===== config.mk =====
export PLATFORM = sky130hd
export DESIGN_NAME = pcs_sync_multi
export DESIGN_NICKNAME = d
export VERILOG_FILES = /design/src/rtl/pcs_pkg.sv /design/src/rtl/pcs_sync_lane.sv /design/src/rtl/pcs_sync_multi.sv
export SDC_FILE = /design/constraint.sdc
export NUM_CORES = 1
export LEC_CHECK = 0
export CORE_MARGIN = 2
export CORE_UTILIZATION = 35
export CTS_CLUSTER_DIAMETER = 30
export DETAILED_ROUTE_END_ITERATION = 12
export PLACE_DENSITY_LB_ADDON = 0.15
export SLEW_MARGIN = 15
export SYNTH_ARGS = -nofsm -noshare
export SYNTH_HDL_FRONTEND = slang
export SYNTH_HIERARCHICAL = 1
export SYNTH_SLANG_ARGS = --single-unit

===== constraint.sdc =====
create_clock -name i_clk -period 2.7 [get_ports i_clk]
set_input_delay 0.27 -clock i_clk [delete_from_list [all_inputs] [get_ports i_clk]]
set_output_delay 0.27 -clock i_clk [all_outputs]
set_load 0.1 [all_outputs]

===== src/rtl/pcs_pkg.sv =====
// Shared definitions for the 1000BASE-X code-group synchroniser: comma encodings,
// synchronisation state type and the comma-match helper.
package pcs_pkg;

    localparam logic [9:0] K28_1_RDN = 10'b0011111001;
    localparam logic [9:0] K28_1_RDP = 10'b1100000110;
    localparam logic [9:0] K28_5_RDN = 10'b0011111010;
    localparam logic [9:0] K28_5_RDP = 10'b1100000101;
    localparam logic [9:0] K28_7_RDN = 10'b0011111000;
    localparam logic [9:0] K28_7_RDP = 10'b1100000111;

    typedef enum logic [1:0] {
        LOSS_OF_SYNC  = 2'd0,
        COMMA_DETECT  = 2'd1,
        ACQUIRE_SYNC  = 2'd2,
        SYNC_ACQUIRED = 2'd3
    } sync_state_e;

    // True when the raw code-group carries a comma in either running disparity.
    function automatic logic is_comma(input logic [9:0] cg);
        logic match;
        case (cg)
            K28_1_RDN, K28_1_RDP,
            K28_5_RDN, K28_5_RDP,
            K28_7_RDN, K28_7_RDP: match = 1'b1;
            default:              match = 1'b0;
        endcase
        return match;
    endfunction

endpackage


===== src/rtl/pcs_sync_lane.sv =====
// One lane of code-group synchronisation with graded error tolerance.
// The saturating loss-of-sync counter exists only when PCS_SYNC_LOSS_CNT_EN is defined.
module pcs_sync_lane
    import pcs_pkg::*;
#(
    parameter int ACQ_COMMAS   = 3,
    parameter int GOOD_CGS_MAX = 3,
    parameter int BAD_LEVELS   = 3,
    parameter int CNT_W        = 16
) (
    input  logic             i_clk,
    input  logic             i_rst_n,
    input  logic             i_signal_detect,
    input  logic [9:0]       i_pudi,
    input  logic             i_cg_invalid,
    input  logic             i_cg_control,
    input  logic             i_loss_cnt_clr,
    output logic             o_code_sync_status,
    output logic             o_rx_even,
    output logic [CNT_W-1:0] o_loss_cnt
);

    localparam int CC_W = $clog2(ACQ_COMMAS + 1);
    localparam int GC_W = $clog2(GOOD_CGS_MAX + 1);
    localparam int LV_W = $clog2(BAD_LEVELS + 1);
    localparam logic [CC_W-1:0] ACQ_C  = CC_W'(ACQ_COMMAS);
    localparam logic [GC_W-1:0] GOOD_C = GC_W'(GOOD_CGS_MAX);
    localparam logic [LV_W-1:0] BAD_L  = LV_W'(BAD_LEVELS);

    sync_state_e     r_state, w_state_nxt;
    logic [CC_W-1:0] r_comma_cnt, w_comma_nxt;
    logic [GC_W-1:0] r_good_cnt, w_good_nxt, w_good_inc;
    logic [LV_W-1:0] r_level, w_level_nxt;
    logic            r_sync, w_sync_nxt;
    logic            r_even, w_even_nxt;
    logic            w_comma, w_data, w_cgbad, w_enter_cd, w_loss_evt;

    // A comma arriving while rx_even is set sits in an odd position and counts as bad.
    assign w_comma    = is_comma(i_pudi) & ~i_cg_invalid;
    assign w_data     = ~i_cg_control & ~i_cg_invalid;
    assign w_cgbad    = i_cg_invalid | (w_comma & r_even);
    assign w_good_inc = r_good_cnt + GC_W'(1);

    // Next-state and counter updates; loss of signal_detect overrides everything.
    always_comb begin
        w_state_nxt = r_state;
        w_comma_nxt = r_comma_cnt;
        w_level_nxt = r_level;
        w_good_nxt  = r_good_cnt;
        w_enter_cd  = 1'b0;
        if (!i_signal_detect) begin
            w_state_nxt = LOSS_OF_SYNC;
        end else begin
            case (r_state)
                LOSS_OF_SYNC: begin
                    if (w_comma) begin
                        w_state_nxt = COMMA_DETECT;
                        w_comma_nxt = CC_W'(1);
                        w_enter_cd  = 1'b1;
                    end else begin
                        w_state_nxt = LOSS_OF_SYNC;
                    end
                end
                COMMA_DETECT: begin
                    if (!w_data) begin
                        w_state_nxt = LOSS_OF_SYNC;
                    end else if (r_comma_cnt == ACQ_C) begin
                        w_state_nxt = SYNC_ACQUIRED;
                        w_level_nxt = '0;
                        w_good_nxt  = '0;
                    end else begin
                        w_state_nxt = ACQUIRE_SYNC;
                    end
                end
                ACQUIRE_SYNC: begin
                    if (w_cgbad) begin
                        w_state_nxt = LOSS_OF_SYNC;
                    end else if (w_comma) begin
                        w_state_nxt = COMMA_DETECT;
                        w_enter_cd  = 1'b1;
                        w_comma_nxt = (r_comma_cnt == ACQ_C) ? r_comma_cnt : r_comma_cnt + CC_W'(1);
                    end else begin
                        w_state_nxt = ACQUIRE_SYNC;
                    end
                end
                SYNC_ACQUIRED: begin
                    if (w_cgbad) begin
                        if (r_level == BAD_L) begin
                            w_state_nxt = LOSS_OF_SYNC;
                        end else begin
                            w_level_nxt = r_level + LV_W'(1);
                            w_good_nxt  = '0;
                        end
                    end else if (r_level != LV_W'(0)) begin
                        if (w_good_inc == GOOD_C) begin
                            w_level_nxt = r_level - LV_W'(1);
                            w_good_nxt  = '0;
                        end else begin
                            w_good_nxt  = w_good_inc;
                        end
                    end else begin
                        w_good_nxt = r_good_cnt;
                    end
                end
                default: w_state_nxt = LOSS_OF_SYNC;
            endcase
        end

        if (w_state_nxt == LOSS_OF_SYNC) begin
            w_sync_nxt = 1'b0;
        end else if ((r_state == COMMA_DETECT) && (w_state_nxt == SYNC_ACQUIRED)) begin
            w_sync_nxt = 1'b1;
        end else begin
            w_sync_nxt = r_sync;
        end
        w_even_nxt = w_enter_cd ? 1'b1 : ~r_even;
    end

    assign w_loss_evt = (r_state == SYNC_ACQUIRED) && (w_state_nxt == LOSS_OF_SYNC);

    // Lane state register.
    always_ff @(posedge i_clk or negedge i_rst_n) begin
        if (!i_rst_n) begin
            r_state     <= LOSS_OF_SYNC;
            r_comma_cnt <= '0;
            r_good_cnt  <= '0;
            r_level     <= '0;
            r_sync      <= 1'b0;
            r_even      <= 1'b0;
        end else begin
            r_state     <= w_state_nxt;
            r_comma_cnt <= w_comma_nxt;
            r_good_cnt  <= w_good_nxt;
            r_level     <= w_level_nxt;
            r_sync      <= w_sync_nxt;
            r_even      <= w_even_nxt;
        end
    end

    assign o_code_sync_status = r_sync;
    assign o_rx_even          = r_even;

`ifdef PCS_SYNC_LOSS_CNT_EN
    logic [CNT_W-1:0] r_loss_cnt;

    // Saturating loss counter; a clear coinciding with a loss leaves a count of one.
    always_ff @(posedge i_clk or negedge i_rst_n) begin
        if (!i_rst_n) begin
            r_loss_cnt <= '0;
        end else if (i_loss_cnt_clr) begin
            r_loss_cnt <= w_loss_evt ? CNT_W'(1) : '0;
        end else if (w_loss_evt && (r_loss_cnt != {CNT_W{1'b1}})) begin
            r_loss_cnt <= r_loss_cnt + CNT_W'(1);
        end else begin
            r_loss_cnt <= r_loss_cnt;
        end
    end

    assign o_loss_cnt = r_loss_cnt;
`else
    logic w_unused_loss;
    assign w_unused_loss = i_loss_cnt_clr ^ w_loss_evt;
    assign o_loss_cnt    = '0;
`endif

endmodule


===== src/rtl/pcs_sync_multi.sv =====
// Multi-lane code-group synchroniser: independent lanes plus a registered all-synced flag.
// Loss-of-sync counters are built when PCS_SYNC_LOSS_CNT_EN is defined.
module pcs_sync_multi #(
    parameter int LANES        = 1,
    parameter int ACQ_COMMAS   = 3,
    parameter int GOOD_CGS_MAX = 3,
    parameter int BAD_LEVELS   = 3,
    parameter int CNT_W        = 16
) (
    input  logic                   i_clk,
    input  logic                   i_rst_n,
    input  logic [LANES-1:0]       i_signal_detect,
    input  logic [10*LANES-1:0]    i_pudi,
    input  logic [LANES-1:0]       i_cg_invalid,
    input  logic [LANES-1:0]       i_cg_control,
    input  logic                   i_loss_cnt_clr,
    output logic [LANES-1:0]       o_code_sync_status,
    output logic [LANES-1:0]       o_rx_even,
    output logic                   o_sync_all,
    output logic [CNT_W*LANES-1:0] o_loss_cnt
);

    logic [LANES-1:0] w_css;
    logic             r_sync_all;

    for (genvar g = 0; g < LANES; g++) begin : g_lane
        pcs_sync_lane #(
            .ACQ_COMMAS  (ACQ_COMMAS),
            .GOOD_CGS_MAX(GOOD_CGS_MAX),
            .BAD_LEVELS  (BAD_LEVELS),
            .CNT_W       (CNT_W)
        ) u_lane (
            .i_clk             (i_clk),
            .i_rst_n           (i_rst_n),
            .i_signal_detect   (i_signal_detect[g]),
            .i_pudi            (i_pudi[10*g +: 10]),
            .i_cg_invalid      (i_cg_invalid[g]),
            .i_cg_control      (i_cg_control[g]),
            .i_loss_cnt_clr    (i_loss_cnt_clr),
            .o_code_sync_status(w_css[g]),
            .o_rx_even         (o_rx_even[g]),
            .o_loss_cnt        (o_loss_cnt[CNT_W*g +: CNT_W])
        );
    end

    // All-lanes flag, one cycle behind the per-lane status.
    always_ff @(posedge i_clk or negedge i_rst_n) begin
        if (!i_rst_n) begin
            r_sync_all <= 1'b0;
        end else begin
            r_sync_all <= &w_css;
        end
    end

    assign o_code_sync_status = w_css;
    assign o_sync_all         = r_sync_all;

endmodule


==> results of run 1 <==
==> metrics by stage <==
step	cell area [µm²]	total power [mW]	hold WS [ns]	util
global placement	1100	0.330	0.397	0.411
floorplan	1030	0.314	-0.0256	-
finish	1130	0.447	0.339	0.421
global route	1130	0.466	0.379	0.421
detailed placement	1100	0.331	0.405	0.411
CTS	1130	0.451	0.371	0.421
==> placed cells by master, fill, tap and decap left out, drive strengths merged, types with 4 or more instances in the layout <==
cell	instances
nor2	4
buf	5
nand2	6
clkdlybuf4s50	14
clkbuf	4
inv	8
nor3	5
o21ai	4
conb	16
dfrtp	11
==> layout make-up <==
class / count / area [µm²]
fillers: 289 / 1560
multi-input cells: 90 / 582
flip-flops and latches: 11 / 275
repair buffers: 19 / 178
well taps: 31 / 38.8
inverters: 8 / 30.0
clock buffers: 4 / 26.3
==> synthesized netlist by cell type (2+ instances only) <==
library cell and instances:
sky130_fd_sc_hd__buf_4 16, sky130_fd_sc_hd__dfrtp_1 11, sky130_fd_sc_hd__inv_1 8, sky130_fd_sc_hd__nand2_1 6, sky130_fd_sc_hd__nor3_1 5, sky130_fd_sc_hd__nor2_1 4, sky130_fd_sc_hd__o21ai_0 4, sky130_fd_sc_hd__a211o_1 3
sky130_fd_sc_hd__a21oi_1 3, sky130_fd_sc_hd__a31oi_1 3, sky130_fd_sc_hd__and2_1 3, sky130_fd_sc_hd__nand3_1 3, sky130_fd_sc_hd__or3_1 3, sky130_fd_sc_hd__a2111oi_0 2, sky130_fd_sc_hd__clkbuf_1 2, sky130_fd_sc_hd__nand4_1 2
sky130_fd_sc_hd__nor2b_1 2, sky130_fd_sc_hd__nor3b_1 2, sky130_fd_sc_hd__nor4b_1 2, sky130_fd_sc_hd__o2111ai_1 2, sky130_fd_sc_hd__o21a_1 2
==> routing by layer <==
| metal | up-vias | GRT usage | routed length (µm) | part of all wire |
|---|---|---|---|---|
| li1 | 438 | - | - | - |
| met1 | 439 | 0.177 | 1020 | 0.45 |
| met2 | 30 | 0.254 | 1090 | 0.48 |
| met3 | 2 | 0.0138 | 130 | 0.058 |
| met4 | 0 | 0.0714 | 21 | 0.0093 |
| met5 | - | 0 | 0 | 0 |
==> state kept, by name, summed over array words and instances (netlist names) <==
name	cells
g_lane.u_lane/r_comma_cnt	2
g_lane.u_lane/r_good_cnt	2
g_lane.u_lane/r_level	2
g_lane.u_lane/r_state	2
g_lane.u_lane/o_code_sync_status	1
g_lane.u_lane/o_rx_even	1
o_sync_all	1
==> power groups by stage <==
stage	combinational [mW]	sequential (mW)	clock, mW
detailed placement	0.158	0.174	0
global placement	0.156	0.173	0
CTS	0.158	0.170	0.123
global route	0.164	0.171	0.130
finish	0.158	0.170	0.119
floorplan	0.137	0.177	0
==> critical path: stages <==
cell                              delay (ns)
sky130_fd_sc_hd__clkdlybuf4s50_1        0.52
sky130_fd_sc_hd__a211o_1                0.35
sky130_fd_sc_hd__or3_1                  0.38
sky130_fd_sc_hd__and3_4                 0.23
sky130_fd_sc_hd__a211o_1                0.28
sky130_fd_sc_hd__a221o_1                0.30
==> cells by family (layout without fill, tap and decap cells) <==
kind of cell    Yosys count  after routing
fa+ha+maj                 1              1
simple gates             38             38
buf+inv                  27             31
other cells               1             16
compound gates           34             34
mux                       1              1
flops                    11             11
==> worst min path at each step <==
stage                                             start                                   to
finish                                          i_rst_n          g_lane[0].u_lane/r_level[1]
global route                                    i_rst_n          g_lane[0].u_lane/r_level[1]
CTS                                             i_rst_n          g_lane[0].u_lane/r_level[1]
detailed placement  g_lane[0].u_lane/o_code_sync_status                           o_sync_all
global placement    g_lane[0].u_lane/o_code_sync_status                           o_sync_all
floorplan                                       i_rst_n  g_lane[0].u_lane/o_code_sync_status
==> flow_metrics.py, run 1 <==
metrics = {
    "power": {
        "share_clk_of_total_power": 0.266,
        "netSwitchingFraction": 0.425,
        "leakagePower_nw": 0.488,
        "intPower_mw": 0.257,
        "pwr_density_cell_nw_per_um2": 396,
        "max-vdd-ir-drop_mv": 0.238,
        "logic_gate_share_of_total_power": 0.354,
        "p_sw_mw": 0.190,
        "pwr-share-seq": 0.381,
    },
    "synth": {
        "postSynthCellCount": 113,
        "postSynthAreaPerCell_um2": 8.58,
        "synth.ff_latch_count": 11,
        "synth-main-ff-cell": "sky130_fd_sc_hd__dfrtp_1",
        "netlist_area_um2": 970,
        "post_synth_fa_ha_maj_area_fraction": 0.0129,
        "combinational_family_with_the_most_area_after_synthesis": "compound AO/OA/AOI/OAI gates",
        "synth.distinct_cells": 46,
        "synth.top_cell.area_share": 0.284,
        "synthSimpleGateAreaFrac": 0.240,
        "post_synth_xor_area_fraction": 0,
        "ys_seq_area_frac": 0.284,
        "yosysTopAreaCell": "sky130_fd_sc_hd__dfrtp_1",
        "share_of_async_settable_or_async_resettable_flops_after_synthesis": 1.00,
        "synth_area_in_compound_gates": 0.275,
        "count_of_yosys_warnings_during_synthesis": 6,
        "yosys-top-cells-area": "sky130_fd_sc_hd__dfrtp_1, sky130_fd_sc_hd__buf_4, sky130_fd_sc_hd__inv_1",
        "synth-edff-count": 0,
        "yosys-mux-area-fraction": 0.0103,
    },
    "worst_setup_path": {
        "timing.rr.end": "g_lane[0].u_lane/r_level[1]",
        "ff2ff_setup_slack_ns": 0.83,
        "criticalPathCategory": "input pin to register",
        "worstRegToRegCells": 5,
        "critical_path.reg2reg.startpoint": "g_lane[0].u_lane/o_rx_even",
        "required_ns": 2.86,
        "worst_setup_path_endpoint": "g_lane[0].u_lane/r_level[1]",
        "setup.worst_path.start": "i_cg_invalid",
        "crit_fanout": 8,
        "setup.worst_path.end_class": "register",
        "critPathLaunchType": "input pin",
        "crit_arrival_ns": 2.33,
    },
    "cells_and_area": {
        "antenna_cells_inserted": 0,
        "design.final.nets": 150,
        "layout-drive-gt1-share": 0.106,
        "area_delta_synth_final_pct": 16.5,
        "fin_cells": 163,
    },
    "floorplanning": {
        "fp.coreArea_um2": 2690,
        "placement_rows": 19,
        "initial_util": 0.361,
        "dieHeight_um": 56.6,
        "floorplan.io_pins": 35,
        "dieWidth_um": 56.6,
        "die_outline_area_um2": 3210,
    },
    "timing": {
        "finalSetupTns_ns": 0,
        "max_slew.worst_pin.slew_ns": 0.523,
        "fmaxAchievable_mhz": 460,
        "finalMaxSlewViolations": 0,
        "unrepaired_setup_endpoints_after_global_routing": "false",
        "final.setup.worst_slack_ns": 0.527,
        "final_period_minus_worst_setup_slack_ns": 2.17,
        "finalClockSkew_ns": 0.00119,
        "slew_headroom": 0.650,
        "period_share": 0.805,
        "timing.final.setup_violations": 0,
        "final_hold_viol_count": 0,
    },
    "clocking": {
        "numClockSinks": 11,
        "cts_max_level": 1,
        "ctsRootBufferMaster": "sky130_fd_sc_hd__clkbuf_4",
        "cts_post_setup_buffers_inserted": 0,
        "cts.reportedPaths.clkPinSlew_ns": 0.08,
        "cts-hold-fix-buffers": 0,
        "cts.path.max_buffers": 2,
        "tritoncts.num_buffers": 3,
        "cts_tree": "built",
        "clock_latency_ns": 0.27,
        "cts_resized": 0,
    },
    "global_routing": {
        "grt_start_max_net_pins": 18,
        "grt_pass1_wl_mm": 3.74,
        "global_route.overflow_total": 0,
        "antenna_found_initial": 0,
        "first_global_vias": 883,
        "groute.usage.overall": 0.146,
    },
    "route": {
        "post_drt_via_cell_ratio": 5.58,
        "drc": 0,
        "drt_pre_antenna_iters": 4,
        "dr_total_vias": 909,
        "drtIter0Drc": 13,
        "postRouteAntennaNets": 0,
        "wl_per_cell_um": 13.8,
        "drt-total-wl_mm": 2.26,
    },
    "run_status": {
        "status": "completed",
    },
    "run": {
        "max_cap_violations": 0,
    },
    "place": {
        "placedCellCount": 159,
        "place_congestion": 0.801,
        "portbufs": 17,
        "place_ws_ns": 0.252,
        "dp_hpwl_mm": 1.77,
    },
    "hold_path": {
        "hold_class": "input pin to asynchronous set/reset pin",
    },
}
No activity file was read; power rests on OpenSTA's default activity.
==> inputs of run 2 (changes only) <==
Clock period 2.7 ns to 2 ns, I/O delays scaled along.
==> run 2 against run 1 <==
Effect of this change:
- worst hold slack worse by 0.057 ns
- global-route usage up 1.7 points
- via count up 2.4%
- largest cell class unchanged
- critical path depth unchanged
- non-clock buffer count up 11
- clock power up 30%
- utilization up 5.5 points
- critical endpoint unchanged
- sequential power up 36%
- clock skew up 0.00055 ns
- final cell count up 6.7%
- setup slack worse by 0.46 ns
- highest routed layer unchanged
- combinational power up 50%
==> flow_metrics.py, run 2 (synthesis results as in run 1) <==
metrics = {
    "worst_setup_path": {
        "criticalPathCategory": "input pin to register",
        "required_ns": 2.16,
        "cp_slowest_cell": "sky130_fd_sc_hd__clkdlybuf4s50_1",
        "maximum_single_stage_delay_on_the_critical_path_ns": 0.44,
        "critical-path-top-delay-family": "compound AO/OA/AOI/OAI gates",
        "setup.worst_path.start": "i_cg_invalid",
        "worst_setup_path_endpoint": "g_lane[0].u_lane/r_level[1]",
        "timing.rr.end": "g_lane[0].u_lane/r_level[1]",
        "worstRegToRegCells": 6,
        "crit_arrival_ns": 2.09,
        "critPathMostFrequentCell": "sky130_fd_sc_hd__a211o_1",
        "critical_path.reg2reg.startpoint": "g_lane[0].u_lane/r_comma_cnt[0]",
        "ff2ff_setup_slack_ns": 0.13,
        "crit_fanout": 4,
        "setup.worst_path.end_class": "register",
        "critical_path.n_buffers_inverters": 1,
        "critPathLaunchType": "input pin",
        "cp.depth": 6,
        "timing.critical_path.cells": "clkdlybuf4s50_1, a211o_1, or3_1, and3_4, a211o_1, a221o_1",
    },
    "cells_and_area": {
        "area_delta_synth_final_pct": 31.9,
        "design.final.nets": 161,
        "antenna_cells_inserted": 0,
        "layout.filler_cells": 271,
        "highest_count_cells_in_the_layout_ignoring_fill_and_taps": "sky130_fd_sc_hd__conb_1, sky130_fd_sc_hd__buf_4, sky130_fd_sc_hd__clkdlybuf4s50_1",
        "layout-drive-gt1-share": 0.231,
        "area_of_the_multi_input_gates_um2": 642,
        "sequential_cell_area_um2": 279,
    },
    "clocking": {
        "cts-hold-fix-buffers": 0,
        "ctsRootBufferMaster": "sky130_fd_sc_hd__clkbuf_4",
        "cts.reportedPaths.clkPinSlew_ns": 0.07,
        "cts.path.max_buffers": 2,
        "cts_max_level": 1,
        "numClockSinks": 11,
        "clock_latency_ns": 0.27,
        "cts_post_setup_buffers_inserted": 0,
        "tritoncts.num_buffers": 3,
        "cts_tree": "built",
    },
    "floorplanning": {
        "placement_rows": 19,
        "dieWidth_um": 56.6,
        "fp.coreArea_um2": 2690,
        "initial_util": 0.361,
        "floorplan.io_pins": 35,
        "die_outline_area_um2": 3210,
        "dieHeight_um": 56.6,
    },
    "place": {
        "dp_hpwl_mm": 1.84,
        "portbufs": 17,
        "place_congestion": 0.771,
        "place_ws_ns": -0.296,
    },
    "route": {
        "drtIter0Drc": 24,
        "drc": 0,
        "postRouteAntennaNets": 0,
        "drt-total-wl_mm": 2.38,
        "drt_pre_antenna_iters": 4,
        "dr_total_vias": 931,
        "post_drt_via_cell_ratio": 5.35,
        "wl_per_cell_um": 13.7,
    },
    "power": {
        "netSwitchingFraction": 0.416,
        "intPower_mw": 0.363,
        "logic_gate_share_of_total_power": 0.380,
        "share_clk_of_total_power": 0.249,
        "pwr_density_cell_nw_per_um2": 487,
        "p_sw_mw": 0.259,
        "leakagePower_nw": 0.568,
        "pwr-share-seq": 0.370,
        "max-vdd-ir-drop_mv": 0.236,
    },
    "timing": {
        "final.hold.worst_slack_ns": 0.282,
        "finalClockSkew_ns": 0.00175,
        "finalMaxSlewViolations": 0,
        "period_share": 0.968,
        "fmaxAchievable_mhz": 517,
        "max_slew.worst_pin.slew_ns": 0.555,
        "final_hold_viol_count": 0,
        "final.setup.worst_slack_ns": 0.0640,
        "slew_headroom": 0.629,
        "final_period_minus_worst_setup_slack_ns": 1.94,
        "timing.final.setup_violations": 0,
    },
    "run_status": {
        "status": "completed",
    },
    "global_routing": {
        "grt_pass1_wl_mm": 4.08,
        "grt_start_max_net_pins": 18,
        "first_global_vias": 920,
        "antenna_found_initial": 0,
        "global_route.overflow_total": 0,
        "groute.usage.overall": 0.163,
    },
    "hold_path": {
        "hold_class": "input pin to asynchronous set/reset pin",
    },
    "run": {
        "max_cap_violations": 0,
    },
}
-- run 2: layout make-up --
type / count / share of cell area
Inverter: 8 / 0.0235
Clock buffer: 4 / 0.0205
Tap cell: 31 / 0.0303
Timing Repair Buffer: 30 / 0.205
Sequential cell: 11 / 0.218
Multi-Input combinational cell: 90 / 0.502
-- run 2: worst min path at each step --
stage	cells past startpoint	slack, ns	endpoint
2_1_floorplan	0	-0.1	g_lane[0].u_lane/o_code_sync_status
6_report	1	0.28	g_lane[0].u_lane/r_level[1]
5_1_grt	1	0.32	g_lane[0].u_lane/r_level[0]
4_1_cts	1	0.29	g_lane[0].u_lane/r_level[1]
3_3_place_gp	0	0.39	o_sync_all
3_5_place_dp	0	0.39	o_sync_all
-- run 2: power by group through the flow --
stage / clock network [mW] / registers, mW / logic (mW)
6_report: 0.155 / 0.231 / 0.237
3_3_place_gp: 0 / 0.234 / 0.225
5_1_grt: 0.171 / 0.231 / 0.246
4_1_cts: 0.162 / 0.230 / 0.227
2_1_floorplan: 0 / 0.239 / 0.185
3_5_place_dp: 0 / 0.235 / 0.226
-- run 2: through the flow --
step,area [µm²],std cells,setup TNS [ns],util,power [mW]
6_report,1280,174,0,0.476,0.622
5_1_grt,1280,174,-0.00313,0.476,0.649
4_1_cts,1220,174,0,0.453,0.620
3_5_place_dp,1190,170,-1.22,0.443,0.461
3_3_place_gp,1190,170,-1.03,0.443,0.460
2_1_floorplan,1030,128,-0.0115,-,0.424
-- run 2: worst reg2reg max path, delay by kind of cell (launching register included) --
kind,cells,cell delay (ns)
AO/OA/AOI/OAI,4,0.93
flip-flops,1,0.38
adder cells (fa/ha/maj),1,0.27
AND/OR/NAND/NOR,1,0.16
-- run 2: metal layers --
metal  part of all wire  global-route usage
met2               0.45               0.252
met3              0.062              0.0438
met5                  0                   0
met4              0.021              0.0714
met1               0.46               0.211
-- run 2: what timing repair did --
action                     4_1_cts  5_1_grt
setup endpoints to repair        1        4
resized for setup                1        9
pin swaps                        0        4
==> RTL change 1 (flow settings as in run 2) <==
`BAD_LEVELS` is set to 3 in 2 places; all go to 5.
--- a/src/rtl/pcs_sync_lane.sv
+++ b/src/rtl/pcs_sync_lane.sv
@@ -5,7 +5,7 @@
 #(
     parameter int ACQ_COMMAS   = 3,
     parameter int GOOD_CGS_MAX = 3,
-    parameter int BAD_LEVELS   = 3,
+    parameter int BAD_LEVELS   = 5,
     parameter int CNT_W        = 16
 ) (
     input  logic             i_clk,
--- a/src/rtl/pcs_sync_multi.sv
+++ b/src/rtl/pcs_sync_multi.sv
@@ -4,7 +4,7 @@
     parameter int LANES        = 1,
     parameter int ACQ_COMMAS   = 3,
     parameter int GOOD_CGS_MAX = 3,
-    parameter int BAD_LEVELS   = 3,
+    parameter int BAD_LEVELS   = 5,
     parameter int CNT_W        = 16
 ) (
     input  logic                   i_clk,
Function: no difference found for any inputs over 10 cycles, from zero or initial values and one cycle with i_rst_n low; that may be too few to reach the edited logic, so the function may still have changed.
==> RTL change 1 against run 2 <==
Synthesized area rose by 6.1%; wire length fell by 1.9%; sequential cell count rose by 1; final cell count rose by 2.3%; global-route usage fell by 1.3 points; total power rose by 8.0%; critical path depth fell by 1; highest routed layer unchanged; final area rose by 5.3%; largest power group is now registers; worst setup slack got worse by 19 ps; die area rose by 5.6%; count of clock-buffer cells in the layout did not move; combinational power fell by 5%; clock skew barely moved.
==> RTL change 1: results (changes against run 2) <==
* Net switching power at 263 uW (+1.7%)
* Most common library cells after synthesis: buf_4 (16), dfrtp_1 (12), nand2_1 (11)
* Most flop-heavy register: g_lane.u_lane/r_level
* Max stage delay on crit path at 510 ps (+70 ps)
* Synth async-reset ratio at 1.00 (unchanged)
* DPL Wire Length at 1790 um (-2.6%)
* CTS Buf Count at 3 (unchanged)
* Yosys cell types at 45 (-2.2%)
* Met3 usage at 0.0201 (-0.0237)
* First-pass GRT wire length at 3920 um (-3.9%)
* Crit path max-delay cell type: dfrtp_4
* H-tree levels at 1 (unchanged)
* Relative slew margins at 0.619 (-0.00938)
* Clk_lat worst skew at 270 ps (about the same)
* Largest delay share family, worst path: compound AO/OA/AOI/OAI gates
* Leak at 0.671 nW (+18%)
* Met2 global-route usage at 0.261 (+0.00887)
* Final Skew at 2.09 ps (+0.342 ps)
* Status: finished, final reports clean
* Largest net degree at the start of global routing at 13 (-5)
* VDD IR-drop max at 0.000452 V (+91%)
* Placed Area at 1260 sq um (+6.3%)
* Setup slack at placement at -348 ps (-52.0 ps)
* Initial DRC Count at 14 (-42%)
* Post-Place Cells at 171 (+0.59%)
* Hold_buf cts at 0 (unchanged)
* Vias per inst at 5.11 (-4.6%)
* Synth warn at 6 (unchanged)
* Register area share after synthesis at 0.292 (+0.00810)
* Layout cells sized above 1 at 0.272 (+0.0413)
* Top cells by area, synth: dfrtp_1 (29%), buf_4 (12%), mux2_2 (4.4%)
* Met3 wire length at 124 um (-16%)
* Top Layer Used: met4
* WP data arrival at 2120 ps (+30 ps)
* Root buf cell: clkbuf_4
* Non-filler cells, final at 178 (+2.3%)
* Metal-1 WL at 1070 um (-3.3%)
* GRT Util Overall at 0.149 (-0.0135)
* Final RePlAce weighted congestion at 0.806 (+4.5%)
* CTS Buffer Depth at 2 (unchanged)
* Length of routed met2 wiring at 1110 um (+3.2%)
* Met1 usage at 0.189 (-0.0222)
* Worst hold-check path type: in -> async
* Crit path max fanout at 6 (+2)
* Worst-path clk slew at 80 ps
* I/O Buffers at 17 (unchanged)
* WL/cell at 13.1 um (-4.1%)
* Antenna fix cells at 0 (unchanged)
* Number of global-route vias before repair at 874 (-5.0%)
[RTL change 1: cell count changes after synthesis, sizes merged, moves of 3 or more]
cell	run 2	this run
nand2	6	11
nor2	4	9
or3	3	0
nor3b	3	0
nor3	5	2
mux2	0	6
[RTL change 1: cell families after synthesis]
group	synth area share
compound gates	0.181
flops	0.292
fa+ha+maj	0.0316
simple gates	0.240
other cells	0.00365
mux	0.0852
buf+inv	0.167
[RTL change 1: path summary, 6_finish.rpt]
| check | from | slack, ps | to | depth (start not counted) |
|---|---|---|---|---|
| min in group i_clk | g_lane[0].u_lane/o_code_sync_status | 440 | o_sync_all | 0 |
| worst max register to register | g_lane[0].u_lane/o_rx_even | 40 | g_lane[0].u_lane/r_level[2] | 5 |
| worst min-delay path | i_rst_n | 290 | g_lane[0].u_lane/o_rx_even | 1 |
| worst min register to register | g_lane[0].u_lane/o_code_sync_status | 440 | o_sync_all | 0 |
| worst max-delay path | g_lane[0].u_lane/o_rx_even | 40 | g_lane[0].u_lane/r_level[2] | 5 |
| max in group asynchronous | i_rst_n | 1290 | g_lane[0].u_lane/o_rx_even | 1 |
[RTL change 1: final cells by class]
type,instances,area [sq um]
Fill cell,280,1440
Clock buffer,4,36.3
Inverter,6,22.5
Multi-Input combinational cell,90,628
Timing Repair Buffer,35,317
Sequential cell,12,304
Tap cell,31,38.8
[RTL change 1: repair_timing]
item,in CTS,in global routing
setup buffers,0,3
pin swaps,5,11
endpoints found under the setup margin,6,6
gates resized for setup,3,8
[RTL change 1: power by group through the flow]
stage / clock, mW / combinational, mW / sequential (mW)
finish: 0.197 / 0.224 / 0.251
global route: 0.216 / 0.235 / 0.252
CTS: 0.203 / 0.223 / 0.251
detailed placement: 0 / 0.223 / 0.256
global placement: 0 / 0.222 / 0.256
floorplan: 0 / 0.185 / 0.261
==> RTL change 2 (settings of run 2) <==
Without the edit above. Re-encode `sync_state_e` (4 states) as one-hot, 4 bits wide.
--- a/src/rtl/pcs_pkg.sv
+++ b/src/rtl/pcs_pkg.sv
@@ -9,11 +9,11 @@
     localparam logic [9:0] K28_7_RDN = 10'b0011111000;
     localparam logic [9:0] K28_7_RDP = 10'b1100000111;
 
-    typedef enum logic [1:0] {
-        LOSS_OF_SYNC  = 2'd0,
-        COMMA_DETECT  = 2'd1,
-        ACQUIRE_SYNC  = 2'd2,
-        SYNC_ACQUIRED = 2'd3
+    typedef enum logic [3:0] {
+        LOSS_OF_SYNC  = 4'b0001,
+        COMMA_DETECT  = 4'b0010,
+        ACQUIRE_SYNC  = 4'b0100,
+        SYNC_ACQUIRED = 4'b1000
     } sync_state_e;
 
     // True when the raw code-group carries a comma in either running disparity.
Behaviour: same outputs for any inputs over 10 cycles, from zero or initial values and one cycle with i_rst_n low; not proved beyond that.
==> RTL change 2 against run 2 <==
The run now ends with design-rule violations left; global-route usage shrank 1.6 points; wire length shrank 3.8%; non-clock buffer count shrank 6; core utilization shrank 2.5 points; clock skew grew 2.9 ps; total power grew 4.0%; sequential cell count grew 2; fmax grew 9.0%; worst hold slack gained 7.5 ps; synthesized area grew 9.0%; worst setup slack gained 160 ps; final area shrank 1.1%; die area grew 8.4%.
==> RTL change 2: results (changes against run 2) <==
* Post-Place Cells at 165 (-2.9%)
* WL final at 2290 um (-3.8%)
* Cell Area, Synth at 1060 sq um (+9.0%)
* Number of global-route vias before repair at 856 (-7.0%)
* Met3 wire length at 116 um (-22%)
* Vias at 917 (-1.5%)
* R2R Setup Slk at 220 ps (+90 ps)
* Layout cells sized above 1 at 0.181 (-0.0496)
* WHS at 289 ps (+7.47 ps)
* Status: complete, but fails checks
* Worst-path clk slew at 90 ps (+20 ps)
* Crit share post-route at 0.888 (-0.0802)
* Reg2reg end: g_lane[0].u_lane/r_good_cnt[1]
* DPL Wire Length at 1850 um (+0.81%)
* Filler cells at 294 (+8.5%)
* 1st-pass router iterations at 8 (+4)
* Most common library cells after synthesis: buf_4 (16), dfrtp_1 (12), nand2_1 (9)
* Non-Clock Buffer Count at 24 (-20%)
* WP data arrival at 1950 ps (-140 ps)
* Net total in the final layout at 156 (-3.1%)
* Length of routed met2 wiring at 1140 um (+5.7%)
* Post-synthesis mux area share at 0.0201 (+0.00980)
* Signal buf overhead at 0.170 (-0.0354)
* Setup slack at placement at -82.1 ps (+214 ps)
* Synth Area in XOR/XNOR at 0.00828 (+0.00828)
* Crit path max-delay cell type: dfstp_2
* Post-CTS Resized at 0 (-1)
* Metal-1 WL at 1010 um (-8.3%)
* Comb_multi_in at 91 (+1.1%)
* Final RePlAce weighted congestion at 0.823 (+6.7%)
* Clock-cell share of area at 0.0208 (+0.000224)
* Failing checks: design-rule violations
* GRT Util Overall at 0.146 (-0.0165)
* VDD IR-drop max at 0.000279 V (+18%)
* Pwr dens at 512 nW/um^2 (+5.2%)
* Register Area at 327 sq um (+17%)
* Max stage delay on crit path at 610 ps (+170 ps)
* R2R depth at 5 (-1)
* Crit path max fanout at 7 (+3)
* Top cells by area, synth: dfrtp_1 (28%), buf_4 (11%), nand2_1 (3.2%)
* Yosys cell types at 52 (+13%)
* Final Skew at 4.68 ps (+2.93 ps)
* Register area share after synthesis at 0.309 (+0.0250)
* DRC at 1 (+1)
* Synth Area in Adders at 0.0118 (-0.00107)
## RTL change 2: changes by cell type in the layout (fill, tap and decap cells not counted), sizes merged, moves of 3 or more
cell and delta:
buf -6, a211o -3, a31oi -3, nand2 +3, nand3b +3, nor3 -3
nor3b -3
## RTL change 2: per-layer routing
| metal | GRT usage | vias up |
|---|---|---|
| met4 | 0.0390 | 0 |
| met1 | 0.182 | 430 |
| met2 | 0.249 | 26 |
| li1 | - | 457 |
| met3 | 0.0396 | 4 |
| met5 | 0 | - |
## RTL change 2: power breakdown
group	switching, mW	total, mW	leakage (nW)	internal, mW
sequential	0.00368	0.270	0.174	0.267
combinational	0.168	0.206	0.336	0.0383
clock	0.0941	0.172	0.0150	0.0775
total	0.265	0.648	0.525	0.382
## RTL change 2: cells by family (layout without fill, tap and decap cells)
kind of cell,after synthesis,after routing
buffers and inverters,24,34
muxes,2,2
xor gates and xnor gates,1,1
AOI/OAI and AO/OA,33,33
other,1,16
DFF,13,13
adders and majority gates,1,1
and+or+nand+nor,38,38
